$ cat src/rtl/wb_forward_stage.sv
// Two-stage EX/MEM -> MEM/WB pipeline tail with write-back decode and
// forwarding taps for the hazard unit. All outputs come from stage registers.
module wb_forward_stage (
  input  logic        clk,
  input  logic        reset,
  input  logic        in_valid,
  input  logic [15:0] in_IR,
  input  logic [15:0] in_ALUOut,
  input  logic [15:0] in_PlusOne,
  input  logic        in_CCRWrite,
  input  logic [1:0]  in_CCRWriteValue,
  input  logic [15:0] mem_rdata,
  input  logic        stall,
  input  logic        flush,
  output logic [5:0]  ex_mem_op,
  output logic [2:0]  ex_mem_regA,
  output logic [2:0]  ex_mem_regB,
  output logic [2:0]  ex_mem_regC,
  output logic        ex_mem_CCR_write,
  output logic [5:0]  mem_wb_op,
  output logic [2:0]  mem_wb_regA,
  output logic [2:0]  mem_wb_regB,
  output logic [2:0]  mem_wb_regC,
  output logic        mem_wb_CCR_write,
  output logic [15:0] SignalA,
  output logic [15:0] SignalB,
  output logic [15:0] SignalC,
  output logic [15:0] SignalG,
  output logic [15:0] SignalI,
  output logic [15:0] SignalJ,
  output logic [15:0] SignalK,
  output logic [1:0]  SignalX,
  output logic [1:0]  SignalY,
  output logic        rf_write,
  output logic [2:0]  rf_addr,
  output logic [15:0] rf_data,
  output logic        CCR_Write_from_wb,
  output logic [1:0]  CCRWriteValue_from_wb
);

  typedef struct packed {
    logic        valid;
    logic [15:0] ir;
    logic [15:0] alu;
    logic [15:0] pc1;
    logic        ccr_w;
    logic [1:0]  ccr_v;
  } stage_t;

  localparam stage_t BUBBLE = '{valid: 1'b0, ir: 16'h0000, alu: 16'h0000,
                                pc1: 16'h0000, ccr_w: 1'b1, ccr_v: 2'b00};

  stage_t      ex_mem;
  stage_t      mem_wb;
  logic [15:0] mem_wb_data;

  // stall outranks flush; a flush only squashes the incoming EX capture
  always_ff @(posedge clk or negedge reset) begin
    if (!reset) begin
      ex_mem      <= BUBBLE;
      mem_wb      <= BUBBLE;
      mem_wb_data <= 16'h0000;
    end else if (!stall) begin
      mem_wb      <= ex_mem;
      mem_wb_data <= mem_rdata;
      if (flush) begin
        ex_mem <= BUBBLE;
      end else begin
        ex_mem <= '{valid: in_valid, ir: in_IR, alu: in_ALUOut, pc1: in_PlusOne,
                    ccr_w: in_CCRWrite, ccr_v: in_CCRWriteValue};
      end
    end
  end

  always_comb begin
    ex_mem_op        = 6'b111111;
    ex_mem_regA      = 3'b000;
    ex_mem_regB      = 3'b000;
    ex_mem_regC      = 3'b000;
    ex_mem_CCR_write = 1'b1;
    SignalA          = 16'h0000;
    SignalG          = 16'h0000;
    SignalI          = 16'h0000;
    SignalX          = 2'b00;
    if (ex_mem.valid) begin
      ex_mem_op        = {ex_mem.ir[15:12], ex_mem.ir[1:0]};
      ex_mem_regA      = ex_mem.ir[11:9];
      ex_mem_regB      = ex_mem.ir[8:6];
      ex_mem_regC      = ex_mem.ir[5:3];
      ex_mem_CCR_write = ex_mem.ccr_w;
      SignalA          = ex_mem.alu;
      SignalG          = ex_mem.pc1;
      SignalI          = {ex_mem.ir[8:0], 7'b0000000};
      SignalX          = ex_mem.ccr_v;
    end
  end

  always_comb begin
    mem_wb_op        = 6'b111111;
    mem_wb_regA      = 3'b000;
    mem_wb_regB      = 3'b000;
    mem_wb_regC      = 3'b000;
    mem_wb_CCR_write = 1'b1;
    SignalB          = 16'h0000;
    SignalC          = 16'h0000;
    SignalJ          = 16'h0000;
    SignalK          = 16'h0000;
    SignalY          = 2'b00;
    if (mem_wb.valid) begin
      mem_wb_op        = {mem_wb.ir[15:12], mem_wb.ir[1:0]};
      mem_wb_regA      = mem_wb.ir[11:9];
      mem_wb_regB      = mem_wb.ir[8:6];
      mem_wb_regC      = mem_wb.ir[5:3];
      mem_wb_CCR_write = mem_wb.ccr_w;
      SignalB          = mem_wb.alu;
      SignalC          = mem_wb_data;
      SignalJ          = {mem_wb.ir[8:0], 7'b0000000};
      SignalK          = mem_wb.pc1;
      SignalY          = mem_wb.ccr_v;
    end
  end

  logic       writes_reg;
  logic       flag_gated;
  logic [2:0] dest_reg;

  // arithmetic/logic ops whose CCR write is suppressed also skip the RF write
  always_comb begin
    writes_reg = 1'b0;
    flag_gated = 1'b0;
    dest_reg   = 3'b000;
    rf_data    = SignalB;
    unique case (mem_wb.ir[15:12])
      4'b0000, 4'b0010: begin
        writes_reg = 1'b1;
        flag_gated = 1'b1;
        dest_reg   = mem_wb.ir[5:3];
      end
      4'b0001: begin
        writes_reg = 1'b1;
        flag_gated = 1'b1;
        dest_reg   = mem_wb.ir[8:6];
      end
      4'b0011: begin
        writes_reg = 1'b1;
        dest_reg   = mem_wb.ir[11:9];
        rf_data    = SignalJ;
      end
      4'b0100: begin
        writes_reg = 1'b1;
        dest_reg   = mem_wb.ir[11:9];
        rf_data    = SignalC;
      end
      4'b1000, 4'b1001: begin
        writes_reg = 1'b1;
        dest_reg   = mem_wb.ir[11:9];
        rf_data    = SignalK;
      end
      default: begin
        writes_reg = 1'b0;
      end
    endcase
  end

  assign rf_write = ~(mem_wb.valid && writes_reg && !(flag_gated && mem_wb.ccr_w));
  assign rf_addr  = (mem_wb.valid && writes_reg) ? dest_reg : 3'b000;

  assign CCR_Write_from_wb     = mem_wb_CCR_write;
  assign CCRWriteValue_from_wb = SignalY;

endmodule

$ cat config.mk
export PLATFORM = sky130hd
export DESIGN_NAME = wb_forward_stage
export DESIGN_NICKNAME = d
export VERILOG_FILES = /design/src/rtl/wb_forward_stage.sv
export SDC_FILE = /design/constraint.sdc
export NUM_CORES = 1
export LEC_CHECK = 0
export CAP_MARGIN = 25
export CORE_UTILIZATION = 30
export DETAILED_ROUTE_END_ITERATION = 10
export PLACE_DENSITY = 0.63
export SLEW_MARGIN = 20
export SYNTH_ARGS = -nofsm -noshare
export SYNTH_HDL_FRONTEND = slang
export SYNTH_SLANG_ARGS = --single-unit
$ cat constraint.sdc
create_clock -name clk -period 3.34 [get_ports clk]
set_input_delay 0.668 -clock clk [delete_from_list [all_inputs] [get_ports clk]]
set_output_delay 0.668 -clock clk [all_outputs]
set_load 0.05 [all_outputs]
==> run_results.csv, run 1 <==
group,metric,value,unit
outcome,status,"finished, final reports clean",
drt,drc,0,
cts,cts-root-buf,"clkbuf_16",
cts,h-tree-depth,4,
worst_setup_path,slowest_delay,560,ps
worst_setup_path,startpoint_type,"register",
sta,hold_viol,0,
cts,ctsLongestPathBuffers,2,
worst_setup_path,r2r_slack,2200,ps
sta,setup_slack,260,ps
final_layout,diodes,0,
pwr,p_comb_share,23.7,%
worst_setup_path,r2r_cells,2,
sta,min_period,3080,ps
synth,synthCells,610,
placed_design,dp_slack,526,ps
worst_setup_path,reg2reg_from,"mem_wb[51]$_DFFE_PN0N_",
cts,cts_tree,"built",
synth,synth.area.mux_share,13.2,%
synth,synth_top_family_by_area,"simple AND/OR/NAND/NOR gates",
die,die-area,21400,um2
sta,skew,7.09,ps
final_layout,fin_nets,882,
drt,drtIter0Drc,239,
worst_setup_path,worst-path-buf-inv,2,
worst_setup_path,crit_slowest_cell,"dfrtp_2",
die,top_level_ports,243,
pwr,sw_frac_of_total,30.9,%
job,maxCapViolations,0,
sta,setup_viol,0,
synth,ys_ff_latch,120,
synth,synth-main-ff-cell,"dfrtp_1",
global_routing,grt_pass1_vias,4955,
worst_setup_path,cp.required,2670,ps
cts,clk_latency,410,ps
worst_setup_path,path_cells,"or3b_1, nor2_2, buf_4, a22o_1, a221o_1, buf_12",
global_routing,grt_max_degree,74,
pwr,intPower,3360,uW
synth,ys_types,32,
synth,synth-compound-area-share,8.55,%
drt,postRouteAntennaNets,0,
synth,synth_simple_gate_area_share,22.8,%
synth,synth_area_per_cell,10.2,um2
cts,clk_pin_slew,50,ps
global_routing,track_usage,18.3,%
final_layout,layout_common_cells,"clkdlybuf4s50_1, dfrtp_1, and2_1, mux2_2, nand2b_1",
sta,rsz0062_at_grt,"no",
final_layout,layout_commonest_cell,"clkdlybuf4s50_1",
worst_setup_path,cp_max_fo,17,
sta,clock.fmax,325,MHz
pwr,p_clk_share,40.4,%
global_routing,antenna_found_initial,0,
placed_design,hpwlAfterDp,13.7,mm
die,start_util,30.7,%
placed_design,place.gp.congestion,0.784,
synth,synth_edf_count,0,
worst_setup_path,critPathTopFamily,"simple AND/OR/NAND/NOR gates",
pwr,power_density,513,nW/um2
cts,ctsHoldBuffers,0,
pwr,power_switching,1500,uW
global_routing,gr-total-overflow,0,
synth,ys_warn_count,0,
pwr,peakVddDrop,0.326,mV
final_layout,area_growth,51.6,%
die,die_w,146,um
final_layout,drive_gt1_share,17.5,%
drt,avgViaCountPerCell,4.54,
pwr,p_leak,0.00405,uW
hold_path,hold_path_class,"input port to asynchronous set/reset pin",
worst_setup_path,crit_path_end_kind,"output pin",
die,fp.dieH,146,um
drt,vias,4961,
cts,clock_sinks,120,
drt,totalWireLength,18.9,mm
sta,tightest_slew,889,ps
pwr,seqPwrFrac,35.9,%
synth,seq_area_frac_synth,48.2,%
worst_setup_path,r2r_end,"mem_wb[51]$_DFFE_PN0N_",
pwr,power.total,4860,uW
synth,synthArstFlopShare,100,%
placed_design,io_buffers,228,
sta,slew_violations,0,
sta,fin_tns_setup,0,ps
synth,synth-adder-area-share,0,%
synth,synth_xor_area_share,0,%
global_routing,grt_pass1_wl,29.5,mm
synth,mappedNetlistArea,6240,um2
worst_setup_path,crit_arrival,2410,ps
cts,numCtsBuffers,17,
worst_setup_path,worstSetupPathType,"register to output pin",
die,std_cell_rows,52,
drt,drt_first_pass_iters,4,
drt,post_drt_wl_per_cell,17.3,um
sta,slew_headroom,40.8,%
sta,period_share,92.2,%
final_layout,nFillCells,1982,
final_layout,postLayoutCoreUtil,46.6,%
die,core,20300,um2
[metal layers]
layer,part of all wire [%],routed length (um),vias to the layer above,global-route usage [%]
met5,0,0,-,0
met4,1.8,342,0,6.20
met3,6.8,1290,25,5.75
met2,46,8720,184,28.5
met1,45,8500,2361,23.9
li1,-,-,2391,-
[stage by stage]
| step | hold WS (ps) | cells | area [um2] |
|---|---|---|---|
| final | 225 | 1093 | 9460 |
| after global routing | 250 | 1093 | 9460 |
| after global placement | 474 | 1059 | 8790 |
| after detailed placement | 480 | 1059 | 8790 |
| after floorplan | 372 | 623 | 6290 |
| after CTS | 234 | 1091 | 9430 |
[synth_stat cells (all sizes together) (2+ instances only)]
cell      n  share of area (%)
o22ai     4               0.40
and2    109                 11
or3b      2               0.28
a21oi     4               0.32
clkbuf   36                2.2
dfstp     2               0.84
buf      38                4.5
a22o      4               0.56
o21ai    53                4.3
a222oi    3               0.48
dfrtp   118                 47
nand2    62                3.7
mux2i     4               0.64
nor2      5               0.46
and2b     3               0.36
mux2     69                 13
inv       9               0.54
nand2b   65                6.5
a221o    13                2.1
[flip-flops by register name, summed over array words and instances, names as in the netlist]
register / count
ex_mem: 52
mem_wb: 52
mem_wb_data: 16
[worst max path at each step]
stage | cells after the start | startpoint | to
floorplan | 6 | mem_wb[47]$_DFFE_PN0N_ | rf_data[15]
global placement | 6 | mem_wb[49]$_DFFE_PN0N_ | rf_data[0]
finish | 6 | mem_wb[51]$_DFFE_PN0N_ | rf_data[13]
detailed placement | 6 | mem_wb[49]$_DFFE_PN0N_ | rf_data[1]
CTS | 6 | mem_wb[49]$_DFFE_PN0N_ | rf_data[1]
global route | 6 | mem_wb[51]$_DFFE_PN0N_ | rf_data[13]
[power groups by stage]
| stage | Combinational (uW) | Clock, uW | Sequential [uW] |
|---|---|---|---|
| 2_1_floorplan | 771 | 0 | 1680 |
| 3_3_place_gp | 1160 | 0 | 1770 |
| 3_5_place_dp | 1160 | 0 | 1770 |
| 4_1_cts | 1160 | 2010 | 1740 |
| 5_1_grt | 1220 | 2080 | 1760 |
| 6_report | 1150 | 1960 | 1740 |
[cell type report]
| cell class | count | area, um2 | share of cell area [%] |
|---|---|---|---|
| repair buffers | 242 | 2610 | 27.6 |
| flip-flops and latches | 120 | 3010 | 31.8 |
| clock buffers | 21 | 460 | 4.87 |
| multi-input cells | 420 | 2830 | 30.0 |
| inverters | 9 | 33.8 | 0.357 |
| clock inverters | 11 | 171 | 1.81 |
| well taps | 270 | 338 | 3.57 |
[repair_timing]
action	CTS	global route
endpoints found under the setup margin	0	8
buffers inserted	0	2
gates resized for setup	0	1
[cell families (layout without fill, tap and decap cells)]
logic type,Yosys count,after routing
AO/OA/AOI/OAI,84,84
multiplexers,73,73
other,1,14
flip-flops,120,120
AND/OR/NAND/NOR,249,249
buffers and inverters,83,283
[worst reg2reg max path: stages, from the launching register on]
cell	delay (ps)
dfrtp_2	530
buf_12	220
mux2_2	270
Note: power is estimated with default switching activity, not from simulation.
==> run 2: changes to the inputs <==
--- a/config.mk
+++ b/config.mk
@@ -8,6 +8,7 @@
 export CAP_MARGIN = 25
 export CORE_UTILIZATION = 30
 export DETAILED_ROUTE_END_ITERATION = 10
+export GPL_TIMING_DRIVEN = 0
 export PLACE_DENSITY = 0.63
 export SLEW_MARGIN = 20
 export SYNTH_ARGS = -nofsm -noshare
==> run 2 against run 1 <==
  * Utilization rose by 0.10 points
  * Clock power fell by 4%
  * Cell count rose by 5.4%
  * Flip-flop and latch count did not move
  * Sequential power barely moved
  * Hold slack got worse by 55 ps
  * Sequential share of layout area fell by 0.085 points
  * Clock-buffer cell count fell by 1
  * Clock skew barely moved
  * Wire length rose by 14%
  * Largest cell class unchanged
  * Largest power group unchanged
==> run_results.csv, run 2 (same netlist as run 1, synthesis figures left out) <==
group,metric,value,unit
cts,cts_tree,"built",
final_layout,multiInputGateArea,2830,um2
final_layout,diodes,0,
sta,setup_viol,0,
drt,post_drt_wl_per_cell,18.7,um
cts,ctsHoldBuffers,0,
global_routing,busiest_layer,"met2",
cts,ctsLongestPathBuffers,2,
cts,clk_pin_slew,60,ps
cts,post_cts_buffers,0,
placed_design,io_buffers,227,
worst_setup_path,crit_arrival,2550,ps
global_routing,grt_max_degree,62,
drt,totalWireLength,21.6,mm
drt,vias,5247,
worst_setup_path,reg2reg_from,"mem_wb[51]$_DFFE_PN0N_",
worst_setup_path,cp_max_fo,10,
final_layout,layout_commonest_cell,"clkdlybuf4s50_1",
global_routing,grt_pass1_wl,32.7,mm
final_layout,nFillCells,1978,
final_layout,regArea,3010,um2
worst_setup_path,worstSetupPathType,"register to output pin",
cts,cts-root-buf,"clkbuf_16",
sta,min_period,3220,ps
sta,slew_violations,0,
die,start_util,30.7,%
global_routing,gr-total-overflow,0,
final_layout,fin_nets,941,
drt,avgViaCountPerCell,4.55,
global_routing,grt_pass1_vias,5324,
final_layout,instances_no_fill,1152,
cts,numCtsBuffers,17,
worst_setup_path,r2r_end,"mem_wb[51]$_DFFE_PN0N_",
drt,drtIter0Drc,207,
worst_setup_path,startpoint_type,"register",
die,fp.dieH,146,um
sta,hold_viol,0,
job,maxCapViolations,0,
sta,period_share,96.4,%
drt,drc,0,
final_layout,top_regs,"ex_mem x52, mem_wb x52, mem_wb_data x16",
placed_design,hpwlAfterDp,16.4,mm
outcome,status,"finished, final reports clean",
placed_design,placed_cells,1121,
cts,clk_latency,420,ps
die,top_level_ports,243,
pwr,p_leak,0.00430,uW
global_routing,track_usage,20.8,%
sta,rsz0062_at_grt,"no",
worst_setup_path,r2r_slack,2060,ps
die,die_w,146,um
sta,clock.fmax,310,MHz
global_routing,grtUsageMet2,33.9,%
drt,postRouteAntennaNets,0,
worst_setup_path,r2r_cells,3,
pwr,power_density,505,nW/um2
drt,drt_first_pass_iters,4,
final_layout,postLayoutCoreUtil,46.7,%
global_routing,grt_use_met1,26.6,%
sta,slew_headroom,49.5,%
hold_path,hold_path_class,"input port to asynchronous set/reset pin",
cts,clock_sinks,120,
sta,skew,6.81,ps
die,die-area,21400,um2
die,core,20300,um2
global_routing,antenna_found_initial,0,
pwr,peakVddDrop,0.326,mV
final_layout,drive_gt1_share,19.4,%
final_layout,layout_common_cells,"clkdlybuf4s50_1, dfrtp_1, and2_1, mux2_2, nand2b_1",
worst_setup_path,cp.required,2670,ps
worst_setup_path,crit_path_end_kind,"output pin",
global_routing,use_met3,4.75,%
placed_design,place.gp.congestion,0.817,
final_layout,area_growth,52.0,%
cts,h-tree-depth,4,
sta,tightest_slew,757,ps
die,std_cell_rows,52,
## run 2: area by class of cell
| type | instances | share of cell area, % |
|---|---|---|
| Clock inverter | 12 | 1.58 |
| Inverter | 9 | 0.356 |
| Sequential cell | 120 | 31.7 |
| Multi-Input combinational cell | 420 | 29.9 |
| Tap cell | 270 | 3.56 |
| Clock buffer | 20 | 4.82 |
| Buffer | 73 | 4.49 |
| Timing Repair Buffer | 228 | 23.6 |
## run 2: worst max-delay path by stage
stage / start / endpoint / slack [ps] / cells past startpoint
2_1_floorplan: mem_wb[47]$_DFFE_PN0N_ / rf_data[15] / 500 / 6
6_report: mem_wb[48]$_DFFE_PN0N_ / rf_data[7] / 120 / 6
3_5_place_dp: mem_wb[49]$_DFFE_PN0N_ / rf_data[7] / -100 / 6
5_1_grt: mem_wb[48]$_DFFE_PN0N_ / rf_data[7] / 4 / 6
3_3_place_gp: reset / mem_wb[1]$_DFFE_PN0N_ / -3370 / 1
4_1_cts: mem_wb[48]$_DFFE_PN0N_ / rf_data[0] / 6 / 5
## run 2: what timing repair did
item,in CTS,in global routing
endpoints found under the setup margin,134,27
gates resized for setup,42,41
pin swaps,0,0
## run 2: through the flow
| step | hold WS, ps | setup slack [ps] | power [uW] | setup TNS [ps] | area (um2) |
|---|---|---|---|---|---|
| after detailed placement | 481 | -99.2 | 2960 | -659 | 8930 |
| final | 170 | 119 | 4790 | 0 | 9480 |
| after CTS | 177 | 6.40 | 4850 | 0 | 9520 |
| after global routing | 201 | 4.21 | 4990 | 0 | 9480 |
| after floorplan | 372 | 501 | 2450 | 0 | 6290 |
| after global placement | 476 | -3370 | 2940 | -401700 | 8900 |
## run 2: metal layers
layer  part of all wire [%]  routed length [um]
met5                      0                   0
met4                    2.2                 483
met3                    5.9                1280
met2                     48               10400
met1                     44                9420
## run 2: power by group
part	switching, uW	internal, uW
combinational	732	450
sequential	128	1600
clock	676	1210
total	1540	3250
## run 2: worst max-delay path, cell delays in order, from the launching register on
cell	delay, ps
dfrtp_1	470
or4b_4	610
nor2_4	230
buf_6	200
a222oi_1	110
mux2i_1	220
clkbuf_4	290
